--- config.mk ---
export PLATFORM = sky130hd
export DESIGN_NAME = mem_stage_ctrl
export DESIGN_NICKNAME = d
export VERILOG_FILES = /design/src/rtl/mem_stage_ctrl_pkg.sv /design/src/rtl/mem_stage_ctrl_sp_unit.sv /design/src/rtl/mem_stage_ctrl.sv
export SDC_FILE = /design/constraint.sdc
export NUM_CORES = 1
export LEC_CHECK = 0
export BUFFER_PORTS_ARGS = -buffer_cell sky130_fd_sc_hd__buf_4
export CORE_ASPECT_RATIO = 1.75
export CORE_MARGIN = 8
export CORE_UTILIZATION = 55
export CTS_BUF_LIST = sky130_fd_sc_hd__clkbuf_4 sky130_fd_sc_hd__clkbuf_8
export CTS_CLUSTER_DIAMETER = 120
export DETAILED_ROUTE_END_ITERATION = 12
export GPL_ROUTABILITY_DRIVEN = 0
export PLACE_DENSITY = 0.95
export SLEW_MARGIN = 0
export SYNTH_ARGS = -nofsm -noshare
export SYNTH_HDL_FRONTEND = slang
export SYNTH_SLANG_ARGS = --single-unit
--- constraint.sdc ---
create_clock -name clk -period 4.8 [get_ports clk]
set_clock_uncertainty 0.1 [all_clocks]
set_input_delay 0.48 -clock clk [delete_from_list [all_inputs] [get_ports clk]]
set_output_delay 0.48 -clock clk [all_outputs]
set_load 0.05 [all_outputs]
--- src/rtl/mem_stage_ctrl_pkg.sv ---
// Shared definitions for the memory-stage controller: widths, op encodings,
// FSM states, stack-pointer update commands and an address range helper.
package mem_stage_ctrl_pkg;

    localparam int DATA_W        = 16;
    localparam int PC_W          = 32;
    localparam int TAG_W         = 3;
    localparam int ADDR_W        = 16;
    localparam int MEM_DEPTH_DEF = 2044;
    localparam int SP_INIT_DEF   = 2043;

    // EX/MEM op encodings
    typedef enum logic [2:0] {
        OP_NOP   = 3'd0,
        OP_LOAD  = 3'd1,
        OP_STORE = 3'd2,
        OP_PUSH  = 3'd3,
        OP_POP   = 3'd4,
        OP_CALL  = 3'd5,
        OP_RET   = 3'd6
    } op_e;

    // Controller FSM: SECOND is the second word access of CALL/RET
    typedef enum logic {
        ST_IDLE   = 1'b0,
        ST_SECOND = 1'b1
    } state_e;

    // Stack pointer update commands
    typedef enum logic [2:0] {
        SP_HOLD = 3'd0,
        SP_DEC1 = 3'd1,
        SP_DEC2 = 3'd2,
        SP_INC1 = 3'd3,
        SP_INC2 = 3'd4
    } sp_upd_e;

    // True when a data address lies inside the physical memory
    function automatic logic addr_legal(input logic [ADDR_W-1:0] addr,
                                        input logic [ADDR_W-1:0] depth);
        return (addr < depth);
    endfunction

endpackage

--- src/rtl/mem_stage_ctrl_sp_unit.sv ---
// Stack pointer unit: holds sp, provides the neighbour addresses used by the
// stack ops, applies update commands and flags overflow/underflow conditions.
module mem_stage_ctrl_sp_unit
    import mem_stage_ctrl_pkg::*;
#(
    parameter int SP_INIT = SP_INIT_DEF
) (
    input  logic              clk,
    input  logic              rst,
    input  sp_upd_e           upd,
    output logic [ADDR_W-1:0] sp,
    output logic [ADDR_W-1:0] sp_p1,
    output logic [ADDR_W-1:0] sp_p2,
    output logic [ADDR_W-1:0] sp_m1,
    output logic              push_ovf,
    output logic              call_ovf,
    output logic              pop_unf,
    output logic              ret_unf
);

    localparam logic [ADDR_W-1:0] SP_INIT_W   = ADDR_W'(SP_INIT);
    localparam logic [ADDR_W-1:0] RET_LIMIT_W = ADDR_W'(SP_INIT - 2);

    logic [ADDR_W-1:0] sp_r;
    logic [ADDR_W-1:0] sp_nxt_s;

    // Next stack pointer from the requested update (mod 2^16)
    always_comb begin
        sp_nxt_s = sp_r;
        case (upd)
            SP_HOLD: sp_nxt_s = sp_r;
            SP_DEC1: sp_nxt_s = sp_r - 16'd1;
            SP_DEC2: sp_nxt_s = sp_r - 16'd2;
            SP_INC1: sp_nxt_s = sp_r + 16'd1;
            SP_INC2: sp_nxt_s = sp_r + 16'd2;
            default: sp_nxt_s = sp_r;
        endcase
    end

    // Stack pointer register, restarts at the top of the stack on reset
    always_ff @(posedge clk) begin
        if (rst) begin
            sp_r <= SP_INIT_W;
        end else begin
            sp_r <= sp_nxt_s;
        end
    end

    assign sp    = sp_r;
    assign sp_p1 = sp_r + 16'd1;
    assign sp_p2 = sp_r + 16'd2;
    assign sp_m1 = sp_r - 16'd1;

    // A PUSH needs one free word, a CALL two; POP/RET need stored words above sp
    assign push_ovf = (sp_r == 16'd0);
    assign call_ovf = (sp_r < 16'd2);
    assign pop_unf  = (sp_r >= SP_INIT_W);
    assign ret_unf  = (sp_r > RET_LIMIT_W);

endmodule

--- src/rtl/mem_stage_ctrl.sv ---
// Memory-stage controller: decodes one EX/MEM op per cycle, drives the word
// memory ports, splits 32-bit PC push/pop into two accesses (stalling EX/MEM
// for one cycle) and registers load/pop/return results toward MEM/WB.
module mem_stage_ctrl
    import mem_stage_ctrl_pkg::*;
#(
    parameter int MEM_DEPTH = MEM_DEPTH_DEF,
    parameter int SP_INIT   = SP_INIT_DEF
) (
    input  logic              clk,
    input  logic              rst,
    input  logic              in_valid,
    input  logic [2:0]        op,
    input  logic [ADDR_W-1:0] alu_addr,
    input  logic [DATA_W-1:0] store_data,
    input  logic [PC_W-1:0]   pc_in,
    input  logic [TAG_W-1:0]  rd_in,
    output logic              stall,
    output logic              mem_re,
    output logic [ADDR_W-1:0] mem_raddr,
    input  logic [DATA_W-1:0] mem_rdata,
    output logic              mem_we,
    output logic [ADDR_W-1:0] mem_waddr,
    output logic [DATA_W-1:0] mem_wdata,
    output logic              wb_valid,
    output logic [DATA_W-1:0] wb_data,
    output logic [TAG_W-1:0]  wb_rd,
    output logic              pc_load,
    output logic [PC_W-1:0]   pc_target,
    output logic [ADDR_W-1:0] sp,
    output logic              stack_fault
);

    localparam logic [ADDR_W-1:0] MEM_DEPTH_W = ADDR_W'(MEM_DEPTH);

    state_e            state_r;
    state_e            state_nxt_s;
    logic              is_ret_r;
    logic              is_ret_nxt_s;
    logic [DATA_W-1:0] low_r;

    logic              stall_s;
    logic              mem_re_s;
    logic [ADDR_W-1:0] mem_raddr_s;
    logic              mem_we_s;
    logic [ADDR_W-1:0] mem_waddr_s;
    logic [DATA_W-1:0] mem_wdata_s;
    logic              wb_set_s;
    logic              pc_set_s;
    logic              lat_low_s;
    logic              fault_set_s;
    sp_upd_e           sp_upd_s;

    logic [ADDR_W-1:0] sp_s;
    logic [ADDR_W-1:0] sp_p1_s;
    logic [ADDR_W-1:0] sp_p2_s;
    logic [ADDR_W-1:0] sp_m1_s;
    logic              push_ovf_s;
    logic              call_ovf_s;
    logic              pop_unf_s;
    logic              ret_unf_s;

    logic              wb_valid_r;
    logic [DATA_W-1:0] wb_data_r;
    logic [TAG_W-1:0]  wb_rd_r;
    logic              pc_load_r;
    logic [PC_W-1:0]   pc_target_r;
    logic              stack_fault_r;

    mem_stage_ctrl_sp_unit #(
        .SP_INIT (SP_INIT)
    ) u_sp_unit (
        .clk      (clk),
        .rst      (rst),
        .upd      (sp_upd_s),
        .sp       (sp_s),
        .sp_p1    (sp_p1_s),
        .sp_p2    (sp_p2_s),
        .sp_m1    (sp_m1_s),
        .push_ovf (push_ovf_s),
        .call_ovf (call_ovf_s),
        .pop_unf  (pop_unf_s),
        .ret_unf  (ret_unf_s)
    );

    // Op decode: memory port drive, stall, sp update and next FSM state.
    // Everything stays quiet while rst is high so a reset in SECOND aborts
    // the second CALL write.
    always_comb begin
        stall_s      = 1'b0;
        mem_re_s     = 1'b0;
        mem_raddr_s  = 16'd0;
        mem_we_s     = 1'b0;
        mem_waddr_s  = 16'd0;
        mem_wdata_s  = 16'd0;
        wb_set_s     = 1'b0;
        pc_set_s     = 1'b0;
        lat_low_s    = 1'b0;
        fault_set_s  = 1'b0;
        sp_upd_s     = SP_HOLD;
        state_nxt_s  = state_r;
        is_ret_nxt_s = is_ret_r;
        if (rst) begin
            state_nxt_s = ST_IDLE;
        end else begin
            case (state_r)
                ST_IDLE: begin
                    if (in_valid) begin
                        case (op)
                            OP_LOAD: begin
                                if (addr_legal(alu_addr, MEM_DEPTH_W)) begin
                                    mem_re_s    = 1'b1;
                                    mem_raddr_s = alu_addr;
                                    wb_set_s    = 1'b1;
                                end else begin
                                    fault_set_s = 1'b1;
                                end
                            end
                            OP_STORE: begin
                                if (addr_legal(alu_addr, MEM_DEPTH_W)) begin
                                    mem_we_s    = 1'b1;
                                    mem_waddr_s = alu_addr;
                                    mem_wdata_s = store_data;
                                end else begin
                                    fault_set_s = 1'b1;
                                end
                            end
                            OP_PUSH: begin
                                if (push_ovf_s) begin
                                    fault_set_s = 1'b1;
                                end else begin
                                    mem_we_s    = 1'b1;
                                    mem_waddr_s = sp_s;
                                    mem_wdata_s = store_data;
                                    sp_upd_s    = SP_DEC1;
                                end
                            end
                            OP_POP: begin
                                if (pop_unf_s) begin
                                    fault_set_s = 1'b1;
                                end else begin
                                    mem_re_s    = 1'b1;
                                    mem_raddr_s = sp_p1_s;
                                    wb_set_s    = 1'b1;
                                    sp_upd_s    = SP_INC1;
                                end
                            end
                            OP_CALL: begin
                                if (call_ovf_s) begin
                                    fault_set_s = 1'b1;
                                end else begin
                                    mem_we_s     = 1'b1;
                                    mem_waddr_s  = sp_s;
                                    mem_wdata_s  = pc_in[31:16];
                                    stall_s      = 1'b1;
                                    is_ret_nxt_s = 1'b0;
                                    state_nxt_s  = ST_SECOND;
                                end
                            end
                            OP_RET: begin
                                if (ret_unf_s) begin
                                    fault_set_s = 1'b1;
                                end else begin
                                    mem_re_s     = 1'b1;
                                    mem_raddr_s  = sp_p1_s;
                                    lat_low_s    = 1'b1;
                                    stall_s      = 1'b1;
                                    is_ret_nxt_s = 1'b1;
                                    state_nxt_s  = ST_SECOND;
                                end
                            end
                            default: begin
                                state_nxt_s = ST_IDLE;
                            end
                        endcase
                    end else begin
                        state_nxt_s = ST_IDLE;
                    end
                end
                ST_SECOND: begin
                    // EX/MEM still holds the same op; only the second word remains
                    state_nxt_s = ST_IDLE;
                    if (is_ret_r) begin
                        mem_re_s    = 1'b1;
                        mem_raddr_s = sp_p2_s;
                        pc_set_s    = 1'b1;
                        sp_upd_s    = SP_INC2;
                    end else begin
                        mem_we_s    = 1'b1;
                        mem_waddr_s = sp_m1_s;
                        mem_wdata_s = pc_in[15:0];
                        sp_upd_s    = SP_DEC2;
                    end
                end
                default: begin
                    state_nxt_s = ST_IDLE;
                end
            endcase
        end
    end

    // FSM state, CALL/RET flavour of SECOND, and the latched low PC word
    always_ff @(posedge clk) begin
        if (rst) begin
            state_r  <= ST_IDLE;
            is_ret_r <= 1'b0;
            low_r    <= 16'd0;
        end else begin
            state_r  <= state_nxt_s;
            is_ret_r <= is_ret_nxt_s;
            if (lat_low_s) begin
                low_r <= mem_rdata;
            end
        end
    end

    // MEM/WB result registers; wb_valid and pc_load are single-cycle pulses
    always_ff @(posedge clk) begin
        if (rst) begin
            wb_valid_r    <= 1'b0;
            wb_data_r     <= 16'd0;
            wb_rd_r       <= 3'd0;
            pc_load_r     <= 1'b0;
            pc_target_r   <= 32'd0;
            stack_fault_r <= 1'b0;
        end else begin
            wb_valid_r <= wb_set_s;
            pc_load_r  <= pc_set_s;
            if (wb_set_s) begin
                wb_data_r <= mem_rdata;
                wb_rd_r   <= rd_in;
            end
            if (pc_set_s) begin
                pc_target_r <= {mem_rdata, low_r};
            end
            if (fault_set_s) begin
                stack_fault_r <= 1'b1;
            end
        end
    end

    assign stall       = stall_s;
    assign mem_re      = mem_re_s;
    assign mem_raddr   = mem_raddr_s;
    assign mem_we      = mem_we_s;
    assign mem_waddr   = mem_waddr_s;
    assign mem_wdata   = mem_wdata_s;
    assign wb_valid    = wb_valid_r;
    assign wb_data     = wb_data_r;
    assign wb_rd       = wb_rd_r;
    assign pc_load     = pc_load_r;
    assign pc_target   = pc_target_r;
    assign sp          = sp_s;
    assign stack_fault = stack_fault_r;

endmodule

==> metrics.txt, run 1 <==
DP HPWL=approximately 17000 um; share of power burned in the clock network=between 30% and 40%; sequential fraction of the synthesis area=a little under a third; crit-path max FO=10; P per Cell Area=between 200 and 250 mW/mm^2; # clock sinks=88; Post-Synthesis Cells=approximately 800; FF-to-FF Start=u_sp_unit.sp[0]$_SDFFE_PP1P_; hold path endpoint=wb_rd[0]$_SDFFE_PP0P_; Peak Freq=around 240 MHz; Hold Buf Count CTS=0; Worst R2R Setup Slack=around 1300 ps; Synth top cells by count=nand2_1 (145), dfxtp_1 (88), a21oi_1 (73); initial antenna violation count=0; Critical Path Start Type=flop; Die X=around 94 um; Post-synth EDFFs=0; Worst Path Class, Setup=reg2out; Routed Antenna Nets=0; Clock transition at path regs=90 ps; Avg Inst Size Synth=approximately 7.3 um^2; cell area after synthesis=about 0.006 mm^2; DRC errors left=0; GRT overflow=0; vias=between 7000 and 8000; reg2reg end=u_sp_unit.sp[6]$_SDFFE_PP1P_; unrepaired setup endpoints after global routing=false; die area=0.0143 mm^2; Slew @ Worst Pin=~1100 ps; fin crit share=87.9%; site row count=50; Ports=210; VDD IR max=248 uV; Mapped Nets=~900; Synth Warn #=0; slowest CP cell=or4b_1; Crit path max-delay family=simple AND/OR/NAND/NOR gates; CP startpoint=u_sp_unit.sp[1]$_SDFFE_PP1P_; Root Driver=clkbuf_8; largest net degree at the start of global routing=62; worst skew pair latency=between 300 and 400 ps; H-tree levels=3; Initial DRT Pass Iterations=8; status=complete, no violations; number of CTS-inserted buffers=9; Worst slew margin=approximately a quarter; Tmin final=roughly 4200 ps; Seq cells post-synth=~90; Syn-to-layout area delta=30.4%; max cap viols=0; setup tns final=0 ps; vias per cell=roughly 6.4; Synth area leaders=dfxtp_1 (30%), nand2_1 (9.3%), a21oi_1 (6.3%); Setup-failing EPs final=0; Reg2Reg Depth=9; nets@finish=approximately 1100; initial DRC count=796; CORE AREA=approximately 0.011 mm^2; share of the synthesized area in the top cell type=a little under a third; Synth Flop Type=dfxtp_1; Worst Hold Launch=rd_in[0]; LEAKAGE=about 3.3 nW; Port Buffers=~210; Largest stage delay, worst path=~650 ps; antenna cells=0; Int Pwr=~0.0012 W; final hold vios=0; Sw Ratio=34.5%; Clock Tree Buf Depth=2; WP data required=4220 ps; Crit. End Element=output port; worst path cell trace=inv_1 -> ha_1 -> or4b_1 -> nor3_2 -> a21o_1 -> a21oi_1 -> buf_4 -> a221oi_1 -> nor2_1 -> buf_4; Hold/Removal Path Class=in2reg; fraction of registers with async set/reset=0%; final slew viol count=0; top-count cell post-synth=nand2_1; CP dominant cell by count=buf_4; share of power burned in registers=44.0%; WP buf/inv=3; worst hold slack=about 220 ps; share of post-route cells with drive strength above 1=27.7%; CTS tree=done; Netlist cell types=72; sw power=approximately 0.00062 W; post-cts sizing count=0; total setup buffers inserted after CTS=0; Synth area leader=dfxtp_1; combinational share of power=around 25%; Worst Hold Depth=2; drt total wl=23100 um; initial core utilization=between 50% and 60%; All-Layer GR Usage=about 31%; vias in the first global route=roughly 7000; CP Data Arrival Time=approximately 3600 ps; global-route wire length before repair=about 36000 um; WL per Instance=approximately 21 um; Die H=roughly 150 um
==> worst register-to-register path, cell delays in order, from the launching register on <==
cell and delay, ps:
dfxtp_1 610, inv_1 200, ha_1 320, or4b_1 400, nor3_2 140, a211oi_1 250
buf_4 240, or2_1 420, a32oi_1 180, or4_1 510
==> metal layers <==
| metal | global-route usage [%] | up-vias | routed length (um) |
|---|---|---|---|
| met4 | 16.9 | 0 | 1230 |
| li1 | - | 3184 | - |
| met1 | 32.9 | 3213 | 7600 |
| met3 | 9.03 | 130 | 2760 |
| met2 | 53.6 | 503 | 11500 |
| met5 | 0 | - | 0 |
==> through the flow <==
| stage | power (W) | setup WS [ps] | std cells | cell area, um^2 | util (%) |
|---|---|---|---|---|---|
| after floorplan | 0.00107 | 452 | 802 | 5830 | - |
| after global placement | 0.00123 | 1140 | 1081 | 7390 | 70.3 |
| after detailed placement | 0.00123 | 1080 | 1081 | 7390 | 70.3 |
| after CTS | 0.00178 | 659 | 1097 | 7600 | 72.3 |
| after global routing | 0.00184 | 281 | 1097 | 7600 | 72.3 |
| final | 0.00179 | 579 | 1097 | 7600 | 72.3 |
==> worst max path at each step <==
stage | to | cells past startpoint
6_report | mem_waddr[9] | 10
3_5_place_dp | mem_waddr[5] | 10
5_1_grt | mem_wdata[6] | 9
2_1_floorplan | mem_waddr[12] | 11
4_1_cts | mem_wdata[6] | 9
3_3_place_gp | mem_waddr[5] | 10
==> final cells by class <==
| cell class | instances | area [um^2] |
|---|---|---|
| clock buffers | 10 | 138 |
| well taps | 130 | 163 |
| inverters | 9 | 33.8 |
| repair buffers | 224 | 1680 |
| multi-input cells | 630 | 3750 |
| fillers | 829 | 2910 |
| flip-flops and latches | 88 | 1760 |
| clock inverters | 6 | 72.6 |
==> flip-flops by register name, indices dropped and copies added (netlist names) <==
register / count
u_sp_unit.sp: 16
wb_rd: 3
pc_target: 32
wb_data: 16
pc_load: 1
low_r: 16
stack_fault: 1
is_ret_r: 1
state_r: 1
wb_valid: 1
==> kinds of logic (layout without fill, tap and decap cells) <==
kind of cell,count (synthesis),after routing,synth area share (%)
AOI/OAI and AO/OA,236,236,27.0
xor gates and xnor gates,33,33,4.96
DFF,88,88,30.2
adders and majority gates,6,6,1.29
and+or+nand+nor,335,335,27.1
muxes,20,20,3.84
buffers and inverters,84,249,5.67
==> layout by cell type, fill, tap and decap left out, types with 7 or more instances in the layout <==
| cell type | n |
|---|---|
| mux2_2 | 16 |
| a31oi_1 | 7 |
| a21oi_1 | 73 |
| a22o_1 | 18 |
| a21o_1 | 18 |
| nand4_1 | 8 |
| nand2_1 | 145 |
| nor3_1 | 18 |
| inv_1 | 7 |
| nand3_1 | 21 |
| buf_4 | 224 |
| nor4_1 | 12 |
| dfxtp_1 | 88 |
| xnor2_1 | 17 |
| xor2_1 | 16 |
| nor2b_1 | 23 |
| o21ai_0 | 43 |
| clkbuf_8 | 10 |
| a211oi_1 | 9 |
| nor2_1 | 63 |
==> power groups by stage <==
| stage | Clock (W) | Combinational, W | Sequential [W] |
|---|---|---|---|
| 3_5_place_dp | 0 | 0.000435 | 0.000799 |
| 5_1_grt | 0.000587 | 0.000469 | 0.000787 |
| 2_1_floorplan | 0 | 0.000250 | 0.000819 |
| 3_3_place_gp | 0 | 0.000430 | 0.000798 |
| 6_report | 0.000556 | 0.000445 | 0.000785 |
| 4_1_cts | 0.000558 | 0.000436 | 0.000782 |
(Power assumes the default switching activity.)
==> run 2, diff against run 1 <==
--- a/config.mk
+++ b/config.mk
@@ -5,6 +5,7 @@
 export SDC_FILE = /design/constraint.sdc
 export NUM_CORES = 1
 export LEC_CHECK = 0
+export ABC_AREA = 0
 export BUFFER_PORTS_ARGS = -buffer_cell sky130_fd_sc_hd__buf_4
 export CORE_ASPECT_RATIO = 1.75
 export CORE_MARGIN = 8
@@ -14,6 +15,7 @@
 export DETAILED_ROUTE_END_ITERATION = 12
 export GPL_ROUTABILITY_DRIVEN = 0
 export PLACE_DENSITY = 0.95
+export REMOVE_ABC_BUFFERS = 1
 export SLEW_MARGIN = 0
 export SYNTH_ARGS = -nofsm -noshare
 export SYNTH_HDL_FRONTEND = slang
==> metrics.txt, run 2 (synthesized netlist as in run 1, its figures left out) <==
status=complete, no violations; final hold vios=0; Ports=between 200 and 250; fin crit share=approximately 87%; initial antenna violation count=0; largest net degree at the start of global routing=just over 50; CTS tree=done; post-layout instance area=between 0.007 and 0.008 mm^2; CORE AREA=0.0105 mm^2; GRT overflow=0; nets@finish=1063; # clock sinks=between 80 and 90; die area=0.0143 mm^2; Syn-to-layout area delta=31.2%; antenna cells=0; post-cts sizing count=0; setup tns final=0 ps; P per Cell Area=approximately 230 mW/mm^2; initial DRC count=approximately 920; Tmin final=around 4200 ps; CP Data Arrival Time=between 3000 and 4000 ps; vias=~7000; Root Driver=clkbuf_8; number of CTS-inserted buffers=9; Routed met3 length=between 2000 and 3000 um; met2 routed WL=10400 um; drt total wl=~22000 um; Die H=about 150 um; Peak Freq=238 MHz; vias in the first global route=slightly below 7000; worst skew pair latency=between 300 and 400 ps; max reg flops=32; All-Layer GR Usage=~30%; Clock transition at path regs=~100 ps; Port Buffers=approximately 210; site row count=50; initial core utilization=approximately 55%; met1 WL=7180 um; Hold/Removal Path Class=in2reg; Slew @ Worst Pin=between 900 and 1000 ps; share of post-route cells with drive strength above 1=between 20% and 30%; Setup-failing EPs final=0; DP HPWL=between 15000 and 20000 um; H-tree levels=3; worst setup margin=around 600 ps; placed instance area=~0.0074 mm^2; Hold Buf Count CTS=0; WP data required=between 4000 and 5000 ps; Routed Antenna Nets=0; top layer in use=met4; global-route wire length before repair=34400 um; Worst Path Class, Setup=reg2out; Initial DRT Pass Iterations=6; max cap viols=0; total setup buffers inserted after CTS=0; Worst slew margin=a little over a third; WL per Instance=around 20 um; Crit. End Element=output port; LEAKAGE=around 3.3 nW; Clock Tree Buf Depth=2; pre-CTS setup slack=1150 ps; VDD IR max=around 190 uV; Die X=approximately 94 um; DRC errors left=0; crit-path max FO=12; most common cell after layout, fill and taps aside=buf_4; vias per cell=around 6.3; commonest non-fill, non-tap cells in the layout=buf_4 (230), nand2_1 (145), dfxtp_1 (88); Worst R2R Setup Slack=1380 ps; unrepaired setup endpoints after global routing=false; Critical Path Start Type=flop; final slew viol count=0
[run 2: cell type report]
type                       count  area, um^2
tap                          130         163
multi-input combinational    630        3750
clock inverter                 6        75.1
inverter                       9        33.8
fill                         827        2860
sequential                    88        1760
clock buffer                  10         138
timing repair buffer         230        1730
[run 2: worst max-delay path: stages (launching register included)]
cell	delay, ps
dfxtp_1	410
inv_1	240
ha_1	310
or4b_1	690
nor3_2	380
a21o_1	280
a21oi_1	90
buf_4	210
a221oi_1	340
nor2_1	90
buf_4	220
[run 2: routing by layer]
layer  track usage, %  up-vias
met5                0        -
met4             21.1        0
met3             9.08      153
met2             48.7      528
met1             31.6     3098
li1                 -     3194
[run 2: power by group]
| group | internal (W) | total, W | switching (W) |
|---|---|---|---|
| Sequential | 0.000745 | 0.000787 | 0.0000414 |
| Combinational | 0.000163 | 0.000440 | 0.000276 |
| Clock | 0.000262 | 0.000546 | 0.000284 |
| Total | 0.00117 | 0.00177 | 0.000601 |
[run 2: path summary, 6_finish.rpt]
path / from / to / cells past startpoint
worst max-delay path: u_sp_unit.sp[1]$_SDFFE_PP1P_ / mem_waddr[5] / 10
worst min-delay path: rd_in[1] / wb_rd[1]$_SDFFE_PP0P_ / 2
worst max register to register: u_sp_unit.sp[1]$_SDFFE_PP1P_ / u_sp_unit.sp[6]$_SDFFE_PP1P_ / 9
worst min register to register: low_r[8]$_SDFFE_PP0P_ / pc_target[8]$_SDFFE_PP0P_ / 2
[run 2: through the flow]
step           hold WS [ps]  total power [W]  utilization [%]  instances
3_5_place_dp            344          0.00123             70.7       1087
5_1_grt                 222          0.00184             72.8       1103
4_1_cts                 216          0.00176             72.8       1103
6_report                221          0.00177             72.8       1103
2_1_floorplan           326          0.00104                -        727
3_3_place_gp            335          0.00123             70.7       1087
